--- src/rtl/mux.sv ---
// -----------------------------------------------------------------------------
// mux
//
// Purpose:
//   Select stage of the encoder/multiplexer datapath. It picks one of three
//   data lanes using a 2-bit select code. The block provides three kinds of
//   output:
//     - a combinational result for immediate use,
//     - a registered copy of that result for downstream clocked logic,
//     - error flags that report use of the unused select code 2'b11.
//
// Parameters:
//   LANE_W          width of each data lane (default 1)
//
// Ports:
//   zz              out  LANE_W    combinational selected lane
//   yy              in   3*LANE_W  packed lanes, lane 0 in the low bits
//   ss              in   2         select code: 00/01/10 choose lanes 0/1/2,
//                                  11 is illegal and forces zeros
//   clk             in   1         system clock, rising-edge active
//   rst             in   1         synchronous reset, active-high
//   zz_q            out  LANE_W    zz registered on every rising edge
//   sel_err         out  1         high for one cycle after a cycle with ss==11
//   sel_err_sticky  out  1         set on the first illegal select, cleared
//                                  only by reset
// -----------------------------------------------------------------------------
module mux #(
  parameter int LANE_W = 1
) (
  output logic [LANE_W-1:0]   zz,
  input  logic [3*LANE_W-1:0] yy,
  input  logic [1:0]          ss,
  input  logic                clk,
  input  logic                rst,
  output logic [LANE_W-1:0]   zz_q,
  output logic                sel_err,
  output logic                sel_err_sticky
);

  logic [LANE_W-1:0] lane0;
  logic [LANE_W-1:0] lane1;
  logic [LANE_W-1:0] lane2;
  logic              illegal_sel;

  assign lane0 = yy[LANE_W-1:0];
  assign lane1 = yy[2*LANE_W-1:LANE_W];
  assign lane2 = yy[3*LANE_W-1:2*LANE_W];

  assign illegal_sel = (ss == 2'b11);

  // The illegal code 2'b11 and any unknown select both land in the default
  // branch. This means a bad select never forwards lane data.
  always_comb begin
    zz = '0;
    case (ss)
      2'b00:   zz = lane0;
      2'b01:   zz = lane1;
      2'b10:   zz = lane2;
      default: zz = '0;
    endcase
  end

  // Reset takes priority over a simultaneous illegal select, so the sticky
  // flag stays clear during a reset cycle even when ss is 2'b11.
  always_ff @(posedge clk) begin
    if (rst) begin
      zz_q           <= '0;
      sel_err        <= 1'b0;
      sel_err_sticky <= 1'b0;
    end else begin
      zz_q    <= zz;
      sel_err <= illegal_sel;
      if (illegal_sel) begin
        sel_err_sticky <= 1'b1;
      end
    end
  end

endmodule

--- config.mk ---
export PLATFORM = sky130hd
export DESIGN_NAME = mux
export DESIGN_NICKNAME = d
export VERILOG_FILES = /design/src/rtl/mux.sv
export SDC_FILE = /design/constraint.sdc
export NUM_CORES = 1
export LEC_CHECK = 0
export BUFFER_PORTS_ARGS = -buffer_cell sky130_fd_sc_hd__buf_2
export CORE_AREA = 2 2 39 41
export DETAILED_ROUTE_END_ITERATION = 8
export DIE_AREA = 0 0 41 43
export SYNTH_ARGS = -nofsm -noshare
export SYNTH_HDL_FRONTEND = slang
export SYNTH_SLANG_ARGS = --single-unit
--- constraint.sdc ---
create_clock -name clk -period 1.5 [get_ports clk]
set_input_delay 0.45 -clock clk [delete_from_list [all_inputs] [get_ports clk]]
set_output_delay 0.45 -clock clk [all_outputs]
set_load 0.01 [all_outputs]
==> impl_metrics.toml <==
[logic_synthesis]
netlist_instances = 12
synth_xor_area_frac = 0
ys_ff_latch = 3
synth_fa_ha_area_frac = 0
synth_compound_area_frac = 0.295
syn-num-nets = 19
synthSimpleGateAreaFrac = 0.200
syn_area_per_cell_sq_um = 9.91
synth_mux_area_frac = 0
netlist_area_sq_um = 119
synth_top_family_by_area = "compound AO/OA/AOI/OAI gates"
seq_area_frac_synth = 0.505
yosysWarnings = 0
synth_cell_types = 7

[pwr]
p_switching_uw = 62.8
p_comb_frac = 0.148
pwr-share-clk = 0.531
intPower_uw = 206
leakagePower_nw = 0.115
ir_drop_mv = 0.155
sw_frac_of_total = 0.233
power_density_mw_per_mm2 = 1130
pwr-share-seq = 0.321
p_total_uw = 269

[timing]
fin_crit_ps = 1490
fmax_ghz = 0.673
worst_pin_slew_ps = 198
hold_viol = 0
setup-violations-final = 0
slew_violations = 0
final.setup_skew_ps = 0
rsz0062_at_grt = "true"
setup_ws_ps = 13.3
finalCritPeriodShare = 0.991
slew_headroom = 0.868

[hold_path]
hold_class = "in2reg"
hold_start = "rst"
whs_endpoint = "zz_q$_SDFF_PP0_"
holdPathStages = 2

[global_routing]
gr-total-overflow = 0
grtUsageMet1 = 0.0191
busiest_layer = "met4"
grt_pass1_vias = 125
track_usage = 0.0380
antenna_found_initial = 0
grt_use_met3 = 0.0157
gr-usage-met2 = 0.0531
grt_max_degree = 6
grt_pass1_wl_microns = 372

[die]
die_w_microns = 41
dieArea_sq_mm = 0.00176
ios = 11
die_h_microns = 43
core_sq_mm = 0.00138
initial_utilization = 0.0859
placementRows = 14

[critical_path]
critical_path_buf_inv_count = 2
path_cells = "buf_2, nor2b_1, a211oi_2, a21oi_1, buf_2"
startpoint_type = "input port"
max_stage_delay_ps = 180
endpoint_kind = "output pin"
r2r_setup_slack_ps = 930
arrival_ps = 1040
required_ps = 1050
timing.critical_path.slowest_stage_cell = "a211oi_2"
timing.rr.start = "sel_err_sticky$_SDFFE_PP0P_"
crit_top_cell = "buf_2"
r2r-end = "sel_err_sticky$_SDFFE_PP0P_"
path_class = "in2out"
worstPathMaxFanout = 2
crit_family = "compound AO/OA/AOI/OAI gates"
reg2regPathDepth = 2

[placement]
dp_slack_ps = -40.8
place_area_sq_um = 211
gp_congestion = 0.418
io_buffers = 10

[detailed_routing]
drt_pass1_iterations = 1
vias = 146
ant_nets = 0
vias_per_cell = 3.24
wl_microns = 311
drcViolationCount = 0
initialDrtViolationCount = 0
post_drt_wl_per_cell_microns = 6.91

[finish]
nNetsFinal = 37
final_util = 0.172
layout.area.seq_sq_um = 60.1
fillers = 160
multiInputGateArea_sq_um = 58.8
final_area_sq_um = 238
diodes = 0
drive_above_1_share = 0.621
area_growth_pct = 100

[clock_tree]
htree_levels = 1
cts_tree = "yes"
ctsResizeCount = 0
clock_path_buffers = 2
clock_sinks = 3
cts_setup_buffers = 0
cts_made_buffers = 3
clk_pin_slew_ps = 40
clk_latency_ps = 230
holdBufCountCts = 0
clockRootBuffer = "clkbuf_4"

[run]
cap_viol_max_count = 0

[outcome]
status = "finished, final reports clean"
-- stage by stage --
step                TNS, ps  instances  hold slack, ps
global route          -20.8         45             398
global placement      -34.2         41             460
CTS                       0         45             396
finish                    0         45             402
detailed placement    -40.8         41             458
floorplan                 0         12             502
-- flip-flops by register name (all words and copies together) (netlist names) --
| register | flops |
|---|---|
| zz_q | 1 |
| sel_err | 1 |
| sel_err_sticky | 1 |
-- area by class of cell --
cell class              instances  share of cell area
multi-input cells               9               0.247
clock buffers                   4               0.111
well taps                      16              0.0842
flip-flops and latches          3               0.253
repair buffers                 13               0.305
-- cell families after synthesis --
| logic type | Yosys count |
|---|---|
| AO/OA/AOI/OAI | 4 |
| AND/OR/NAND/NOR | 5 |
| flip-flops | 3 |
-- worst reg2reg max path, stage by stage, from the launching register on --
cell     delay, ps
dfxtp_1        300
a21oi_1        110
nor2_1          50
-- layout by cell type, fill, tap and decap left out --
master	Yosys	final
nor2b_1	1	1
a21oi_1	2	2
buf_2	0	10
nor2_1	2	2
clkbuf_4	0	3
a211oi_2	2	2
nand2_1	1	1
dfxtp_1	3	3
nand2b_1	1	1
buf_4	0	3
clkbuf_1	0	1
-- Yosys cell counts, drive strengths merged --
| master | n | area (sq um) |
|---|---|---|
| a211oi | 2 | 25.0 |
| nand2b | 1 | 6.26 |
| a21oi | 2 | 10.0 |
| nor2b | 1 | 6.26 |
| dfxtp | 3 | 60.1 |
| nand2 | 1 | 3.75 |
| nor2 | 2 | 7.51 |
-- power groups by stage --
stage | combinational, mW | sequential, mW | clock, mW
final | 0.0400 | 0.0864 | 0.143
after global routing | 0.0444 | 0.0869 | 0.158
after detailed placement | 0.0408 | 0.0875 | 0
after floorplan | 0.0120 | 0.0903 | 0
after CTS | 0.0409 | 0.0863 | 0.151
after global placement | 0.0401 | 0.0876 | 0
-- worst max path at each step --
stage	from	end	slack, ps	cells past startpoint
CTS	yy[0]	zz	8	5
global route	yy[0]	zz	-20	5
global placement	yy[0]	zz	-30	5
floorplan	yy[0]	zz	150	3
detailed placement	yy[0]	zz	-40	5
finish	yy[0]	zz	10	5
-- metal layers --
layer / vias to the layer above / wire [microns]
li1: 75 / -
met1: 62 / 124
met2: 9 / 148
met3: 0 / 38
met4: 0 / 0
met5: - / 0
Note: power is estimated with default switching activity, not from simulation.
